`config.mk`:
```
export PLATFORM = sky130hd
export DESIGN_NAME = keypad_scan_4x4
export DESIGN_NICKNAME = d
export VERILOG_FILES = /design/src/rtl/keypad_pkg.sv /design/src/rtl/edge_detector_n.sv /design/src/rtl/keypad_scan_4x4.sv
export SDC_FILE = /design/constraint.sdc
export NUM_CORES = 1
export LEC_CHECK = 0
export ABC_AREA = 1
export CAP_MARGIN = 0
export CORE_ASPECT_RATIO = 1.5
export CORE_MARGIN = 5
export CORE_UTILIZATION = 40
export DETAILED_ROUTE_END_ITERATION = 7
export PLACE_DENSITY = 0.54
export SYNTH_ARGS = -nofsm -noshare
export SYNTH_HDL_FRONTEND = slang
export SYNTH_HIERARCHICAL = 1
export SYNTH_SLANG_ARGS = --single-unit
export TNS_END_PERCENT = 5
```
`constraint.sdc`:
```
create_clock -name clk -period 1.6 [get_ports clk]
set_input_delay 0.48 -clock clk [delete_from_list [all_inputs] [get_ports clk]]
set_output_delay 0.48 -clock clk [all_outputs]
set_load 0.05 [all_outputs]
```
`src/rtl/keypad_pkg.sv`:
```
// Shared types, constants and decode helpers for the 4x4 keypad scanner.
package keypad_pkg;

  typedef enum logic [1:0] {
    SCAN       = 2'd0,
    PRESS_DB   = 2'd1,
    HELD       = 2'd2,
    RELEASE_DB = 2'd3
  } kp_state_e;

  localparam logic [3:0] ROW_IDLE = 4'b1111;
  localparam logic [3:0] COL_INIT = 4'b1110;

  localparam int DEF_SCAN_DIV_BITS  = 17;
  localparam int DEF_DEBOUNCE_TICKS = 8;

  function automatic logic col_legal(
    input logic [3:0] c
  );
    return c inside {4'b1110, 4'b1101, 4'b1011, 4'b0111};
  endfunction

  function automatic logic [1:0] col_idx(
    input logic [3:0] c
  );
    logic [1:0] idx;
    case (c)
      4'b1101: idx = 2'd1;
      4'b1011: idx = 2'd2;
      4'b0111: idx = 2'd3;
      default: idx = 2'd0;
    endcase
    return idx;
  endfunction

  // Lowest-index active row wins when several are low.
  function automatic logic [1:0] row_idx(
    input logic [3:0] r
  );
    logic [1:0] idx;
    if (!r[0])      idx = 2'd0;
    else if (!r[1]) idx = 2'd1;
    else if (!r[2]) idx = 2'd2;
    else            idx = 2'd3;
    return idx;
  endfunction

endpackage

```
`src/rtl/edge_detector_n.sv`:
```
// Rising-edge detector: one-clk pulse per bit on each 0->1 transition.
module edge_detector_n #(
  parameter int WIDTH = 1
) (
  input  logic             clk,
  input  logic             rst_n,
  input  logic [WIDTH-1:0] i_sig,
  output logic [WIDTH-1:0] o_rise
);

  logic [WIDTH-1:0] r_prev;

  always_ff @(posedge clk or negedge rst_n) begin
    if (!rst_n) r_prev <= '0;
    else        r_prev <= i_sig;
  end

  assign o_rise = i_sig & ~r_prev;

endmodule

```
`src/rtl/keypad_scan_4x4.sv`:
```
// 4x4 matrix keypad scanner with tick-paced press/release debounce.
module keypad_scan_4x4
  import keypad_pkg::*;
#(
  parameter int SCAN_DIV_BITS  = DEF_SCAN_DIV_BITS,
  parameter int DEBOUNCE_TICKS = DEF_DEBOUNCE_TICKS
) (
  input  logic       clk,
  input  logic       reset_n,
  input  logic [3:0] row,
  output logic [3:0] col,
  output logic [3:0] key_value,
  output logic       key_valid,
  output logic       key_pulse
);

  localparam int CW = $clog2(DEBOUNCE_TICKS + 1);
  localparam logic [CW-1:0] DB_MAX = CW'(DEBOUNCE_TICKS);
  localparam logic [CW-1:0] CNT_ONE = CW'(1);

  logic [3:0]               r_row_s1;
  logic [3:0]               r_row_s2;
  logic [SCAN_DIV_BITS-1:0] r_div;
  logic                     w_tick;
  kp_state_e                r_state;
  logic [CW-1:0]            r_cnt;
  logic [CW-1:0]            w_cnt_nxt;
  logic [3:0]               r_cap_row;
  logic [3:0]               r_cap_code;
  logic [3:0]               r_col;
  logic [3:0]               r_key_value;
  logic                     r_key_valid;
  logic                     r_key_pulse;
  logic [3:0]               w_row;
  logic                     w_idle;

  always_ff @(posedge clk or negedge reset_n) begin
    if (!reset_n) begin
      r_row_s1 <= ROW_IDLE;
      r_row_s2 <= ROW_IDLE;
    end else begin
      r_row_s1 <= row;
      r_row_s2 <= r_row_s1;
    end
  end

  always_ff @(posedge clk or negedge reset_n) begin
    if (!reset_n) r_div <= '0;
    else          r_div <= r_div + 1'b1;
  end

  edge_detector_n #(
    .WIDTH (1)
  ) u_tick (
    .clk    (clk),
    .rst_n  (reset_n),
    .i_sig  (r_div[SCAN_DIV_BITS-1]),
    .o_rise (w_tick)
  );

  assign w_row  = r_row_s2;
  assign w_idle = (w_row == ROW_IDLE);

  // Saturating so the counter can never wrap.
  assign w_cnt_nxt = (r_cnt == DB_MAX) ? r_cnt : r_cnt + CNT_ONE;

  always_ff @(posedge clk or negedge reset_n) begin
    if (!reset_n) begin
      r_state     <= SCAN;
      r_cnt       <= '0;
      r_cap_row   <= ROW_IDLE;
      r_cap_code  <= '0;
      r_col       <= COL_INIT;
      r_key_value <= '0;
      r_key_valid <= 1'b0;
      r_key_pulse <= 1'b0;
    end else begin
      r_key_pulse <= 1'b0;
      if (w_tick) begin
        unique case (r_state)
          SCAN: begin
            if (w_idle) begin
              r_col <= {r_col[2:0], r_col[3]};
            end else begin
              r_cap_row  <= w_row;
              r_cap_code <= {row_idx(w_row), col_idx(r_col)};
              r_cnt      <= CNT_ONE;
              r_state    <= PRESS_DB;
            end
          end
          PRESS_DB: begin
            if (w_row == r_cap_row) begin
              r_cnt <= w_cnt_nxt;
              if (w_cnt_nxt == DB_MAX) begin
                r_cnt       <= '0;
                r_state     <= HELD;
                r_key_value <= r_cap_code;
                r_key_valid <= 1'b1;
                r_key_pulse <= 1'b1;
              end
            end else begin
              r_cnt   <= '0;
              r_state <= SCAN;
            end
          end
          HELD: begin
            if (w_idle) begin
              r_cnt   <= CNT_ONE;
              r_state <= RELEASE_DB;
            end
          end
          RELEASE_DB: begin
            if (w_idle) begin
              r_cnt <= w_cnt_nxt;
              if (w_cnt_nxt == DB_MAX) begin
                r_cnt       <= '0;
                r_key_valid <= 1'b0;
                r_state     <= SCAN;
              end
            end else begin
              r_cnt   <= '0;
              r_state <= HELD;
            end
          end
          default: begin
            r_cnt   <= '0;
            r_state <= SCAN;
          end
        endcase
        // Later assignment wins: a corrupted column drive snaps back.
        if (!col_legal(r_col)) r_col <= COL_INIT;
      end
    end
  end

  assign col       = r_col;
  assign key_value = r_key_value;
  assign key_valid = r_key_valid;
  assign key_pulse = r_key_pulse;

endmodule

```
==> results of run 1 <==
-- power by group --
group | leakage [µW] | internal [µW] | total [µW] | switching [µW]
Clock | 0.0000579 | 460 | 873 | 413
Combinational | 0.000674 | 20.6 | 59.4 | 38.7
Sequential | 0.000631 | 1280 | 1290 | 6.41
Total | 0.00136 | 1760 | 2220 | 458
-- sequential cells by signal, indices dropped and copies added, names as in the netlist --
register and count:
r_cap_row 4, key_valid 1, r_cnt 4, r_row_s2 4, col 4, u_tick/r_prev 1
r_state 2, r_cap_code 4, r_row_s1 4, key_value 4, r_div 17, key_pulse 1
-- per-stage QoR --
step                      setup slack (ns)  total power, µW   util  hold slack, ns  instance area (µm²)
after detailed placement            0.0446             1370  0.471           0.349                 2730
after global placement              0.0554             1370  0.471           0.346                 2730
final                               0.0173             2220  0.497          0.0474                 2880
after global routing               -0.0285             2330  0.497          0.0504                 2880
after floorplan                      0.102             1330      -           0.184                 2360
after CTS                          0.00845             2260  0.490          0.0419                 2840
-- worst register-to-register path, delay by kind of cell (launching register included) --
family | cells | cell delay [ns]
and+or+nand+nor | 9 | 0.70
DFF | 1 | 0.43
adders and majority gates | 1 | 0.18
buffers and inverters | 1 | 0.08
-- synthesized netlist by cell type (all sizes together) (6+ instances only) --
cell type,count
nand2,84
inv,36
dfrtp,35
nor2,21
nand3,19
dfstp,15
o21ai,10
xor2,10
nand4,8
xnor2,6
-- cell families after synthesis --
kind of cell,after synthesis,share of synthesized area
AOI/OAI and AO/OA,16,0.0376
xor gates and xnor gates,16,0.0594
adders and majority gates,3,0.0159
buffers and inverters,39,0.0636
DFF,50,0.538
and+or+nand+nor,138,0.285
-- layout make-up --
class                           instances  area, µm²
Fill cell                             583       2910
Sequential cell                        50       1270
Multi-Input combinational cell        173        977
Timing Repair Buffer                   19        288
Inverter                               37        141
Tap cell                               72       90.1
Clock buffer                            5       68.8
Clock inverter                          3       40.0
-- timing repair --
item	in CTS	in global routing
hold buffers	0	0
gates resized for setup	0	13
setup endpoints to repair	0	13
hold endpoints to repair	0	0
-- path summary, 6_finish.rpt --
check	to	slack, ns	start	cells past startpoint
setup / recovery	col[3]	0.02	col[3]$_DFFE_PN1P_	1
hold / removal	key_valid$_DFFE_PN0P_	0.05	reset_n	1
setup reg to reg	r_state[1]$_DFFE_PN0P_	0.12	r_cnt[1]$_DFFE_PN0P_	11
hold reg to reg	r_row_s2[1]$_DFF_PN1_	0.36	r_row_s1[1]$_DFF_PN1_	0
max in group asynchronous	col[2]$_DFFE_PN1P_	1.00	reset_n	2
min in group clk	r_row_s2[1]$_DFF_PN1_	0.36	r_row_s1[1]$_DFF_PN1_	0
-- metal layers --
metal	GRT usage	up-vias	routed length, µm
met5	0	-	0
li1	-	862	-
met2	0.229	24	2260
met4	0.0475	0	72
met1	0.145	804	1700
met3	0.0309	5	154
==> flow_summary.toml, run 1 <==
[worst_setup_path]
critPathRequiredTime_ns = 1.12
path_class = "reg -> out"
crit_chain = "buf_12"
max_stage_delay_ns = 0.64
cp_num_buf_inv = 1
critical-path-top-delay-family = "flip-flops"
worst-endpoint-arrival_ns = 1.10
startpoint_type = "flip-flop"
endpoint_kind = "output pin"
crit_slowest_cell = "dfstp_2"
critical_path.max_fanout = 7

[finish]
fin_cells = 359
final_common_cell = "nand2_1"
num_antenna_cells = 0
drive_gt1_frac = 0.268
syn_to_final_growth_pct = 21.8
mostFrequentLayoutCells = "nand2_1 (77), dfrtp_1 (35), inv_1 (26)"
fin_nets = 295

[global_routing]
grt_max_degree = 40
antenna_found_initial = 0
globalRouteOverflowTotal = 0
grt_first_pass_wirelength_um = 7800
grt_pass1_vias = 1726
track_usage = 0.129

[clock_tree]
cts_tree = "built"
cts-buffers-inserted = 5
clockBufferDepth = 2
numClockSinks = 50
postCtsSetupBuffers = 0
insertion_delay_ns = 0.30
cts.clk_slew.worst_paths_ns = 0.09
htree_levels = 2
root_buffer = "clkbuf_8"

[sta]
fin_skew_ns = 0.00447
slew_viol_final = 0
hold_viol = 0
finalSetupTns_ns = 0
maxSlewHeadroom = 0.725
rsz0062_at_grt = "yes"
max_freq_mhz = 632
setup_viol = 0
post-route-period-util = 0.989
fin_crit_ns = 1.58
worst_pin_slew_ns = 0.409

[die]
die_y_um = 104
die_x_um = 72.7
core_area_um2 = 5790
io_pins = 16
rows = 34
die-area_um2 = 7570
start_util = 0.408

[synthesis]
synth_area_um2 = 2360
yosys-top-cells-area = "dfrtp_1 (37%), dfstp_2 (17%), nand2_1 (13%)"
syn-mean-instance-area_um2 = 9.01
async_flop_share = 1.00
post-synth-top-area-cell = "dfrtp_1"
ys_dominant_reg_cell = "dfrtp_1"
synth_top_area_share = 0.371
syn_nets = 271
ys_seq_elements = 50
synthCells = 262
synth-edff-count = 0
ys_seq_area_frac = 0.538
synth_cell_types = 30
yosys_warnings = 6

[route]
wl_um = 4180
wl_per_cell_um = 11.6
dr_total_vias = 1695
drt_iter0_drc = 46
drtAntennaViolNets = 0
first_pass_iters = 4
drc = 0
via_per_inst = 4.72

[run_status]
status = "finished clean"

[placed_design]
dp_hpwl_um = 3200
dp.cells = 351
portBuffers = 15
gp_congestion = 0.796

[hold_path]
min_path_type = "in -> async"

[pwr]
powerDensity_nw_per_um2 = 773
irDropWorstVdd_mv = 0.601
leakagePower_uw = 0.00136

[run]
drv_cap = 0
Power figures use the tool's default switching activity.
==> inputs of run 2 (changes only) <==
--- a/config.mk
+++ b/config.mk
@@ -6,7 +6,7 @@
 export NUM_CORES = 1
 export LEC_CHECK = 0
 export ABC_AREA = 1
-export CAP_MARGIN = 0
+export CAP_MARGIN = 20
 export CORE_ASPECT_RATIO = 1.5
 export CORE_MARGIN = 5
 export CORE_UTILIZATION = 40
==> results of run 2 <==
Final layout, timing and power as in run 1 (identical DEF).
==> inputs of run 3 (changes only) <==
--- a/config.mk
+++ b/config.mk
@@ -11,7 +11,8 @@
 export CORE_MARGIN = 5
 export CORE_UTILIZATION = 40
 export DETAILED_ROUTE_END_ITERATION = 7
-export PLACE_DENSITY = 0.54
+export DONT_BUFFER_PORTS = 1
+export PLACE_DENSITY = 0.5
 export SYNTH_ARGS = -nofsm -noshare
 export SYNTH_HDL_FRONTEND = slang
 export SYNTH_HIERARCHICAL = 1
==> flow_summary.toml, run 3 (synthesis results as in run 1) <==
[finish]
fill_cells = 584
largest_reg_flops = 17
fin_cells = 359
fin_util = 0.479
mostFrequentLayoutCells = "nand2_1 (76), dfrtp_1 (34), inv_1 (26)"
regMostFlops = "r_div"
final_common_cell = "nand2_1"
num_antenna_cells = 0
seq_area_um2 = 1270
fin_nets = 295
syn_to_final_growth_pct = 17.4
multi_input_area_um2 = 1000
drive_gt1_frac = 0.286

[worst_setup_path]
r2r_setup_slack_ns = 0.08
r2r_end = "r_state[0]$_DFFE_PN0P_"
rr_worst_depth = 10
endpoint_kind = "output pin"
r2r_start = "r_cnt[0]$_DFFE_PN0P_"
worst-endpoint-arrival_ns = 1.08
critPathRequiredTime_ns = 1.12
critical_path.max_fanout = 7
cp_num_buf_inv = 1
crit_chain = "buf_8"
max_stage_delay_ns = 0.62
crit_slowest_cell = "dfstp_2"
startpoint_type = "flip-flop"
path_class = "reg -> out"
critical-path-top-delay-family = "flip-flops"

[sta]
rsz0062_at_grt = "yes"
fin_skew_ns = 0.00591
post-route-period-util = 0.975
max_freq_mhz = 641
slew_viol_final = 0
hold_viol = 0
setup_viol = 0
fin_crit_ns = 1.56
worst_pin_slew_ns = 0.504
maxSlewHeadroom = 0.664

[clock_tree]
cts_tree = "built"
cts.clk_slew.worst_paths_ns = 0.09
htree_levels = 2
cts-buffers-inserted = 5
insertion_delay_ns = 0.30
numClockSinks = 50
root_buffer = "clkbuf_8"
clockBufferDepth = 2

[placed_design]
dp_hpwl_um = 3110
dp.cells = 339
portBuffers = 0
gp_congestion = 0.790

[run]
drv_cap = 0

[pwr]
irDropWorstVdd_mv = 0.405
leakagePower_uw = 0.00132
intPower_uw = 1610
pwr-share-comb = 0.027
power_switching_uw = 467
power.total_uw = 2070
switching_share = 0.225
p_seq_frac = 0.621
p_clk_frac = 0.352
powerDensity_nw_per_um2 = 749

[die]
core_area_um2 = 5790
die-area_um2 = 7570
start_util = 0.408
die_y_um = 104
die_x_um = 72.7
rows = 34
io_pins = 16

[route]
wl_um = 4580
dr_total_vias = 1690
drc = 0
drt_iter0_drc = 49
wl_per_cell_um = 12.8
first_pass_iters = 4
drtAntennaViolNets = 0
via_per_inst = 4.71

[global_routing]
grt_first_pass_wirelength_um = 7720
antenna_found_initial = 0
grt_max_degree = 36
grt_pass1_vias = 1740
track_usage = 0.129
globalRouteOverflowTotal = 0

[hold_path]
min_path_type = "in -> async"

[run_status]
status = "finished clean"
## run 3: power groups by stage
stage | Combinational [µW] | Clock [µW] | Sequential, µW
2_1_floorplan | 17.2 | 0 | 1310
3_3_place_gp | 19.8 | 0 | 1310
3_5_place_dp | 20.0 | 0 | 1310
4_1_cts | 53.7 | 769 | 1290
5_1_grt | 65.4 | 820 | 1290
6_report | 55.3 | 730 | 1290
## run 3: worst max path at each step
stage / start / endpoint / cells after the start
after floorplan: col[2]$_DFFE_PN1P_ / col[0]$_DFFE_PN0P_ / 8
after global placement: r_cnt[0]$_DFFE_PN0P_ / key_value[2]$_DFFE_PN0P_ / 9
after detailed placement: r_cnt[0]$_DFFE_PN0P_ / key_value[2]$_DFFE_PN0P_ / 10
after CTS: col[1]$_DFFE_PN1P_ / col[1] / 1
after global routing: r_cnt[1]$_DFFE_PN0P_ / r_state[1]$_DFFE_PN0P_ / 11
final: col[3]$_DFFE_PN1P_ / col[3] / 1
## run 3: cell type report
| cell class | instances | share of cell area |
|---|---|---|
| Sequential cell | 50 | 0.459 |
| Multi-Input combinational cell | 173 | 0.363 |
| Timing Repair Buffer | 19 | 0.0628 |
| Inverter | 37 | 0.0506 |
| Tap cell | 72 | 0.0325 |
| Clock buffer | 5 | 0.0248 |
| Clock inverter | 3 | 0.00768 |
## run 3: what timing repair did
item,CTS,global route
pin swaps,1,5
setup buffers,1,7
endpoints found under the setup margin,6,12
hold endpoints to repair,35,12
resized for setup,1,20
hold buffers,3,1
## run 3: routing by layer
| layer | share of wire | track usage |
|---|---|---|
| met1 | 0.40 | 0.143 |
| met2 | 0.55 | 0.233 |
| met3 | 0.033 | 0.0309 |
| met4 | 0.017 | 0.0422 |
| met5 | 0 | 0 |
## run 3: through the flow
stage / hold WS, ns / setup slack, ns / instance area (µm²) / TNS, ns
after floorplan: 0.184 / 0.102 / 2360 / 0
after global placement: 0.187 / 0.0215 / 2490 / 0
after detailed placement: 0.186 / -0.0149 / 2490 / -0.0323
after CTS: 0.00148 / 0.0182 / 2630 / 0
after global routing: 0.00224 / -0.102 / 2770 / -0.268
final: 0.0167 / 0.0401 / 2770 / 0
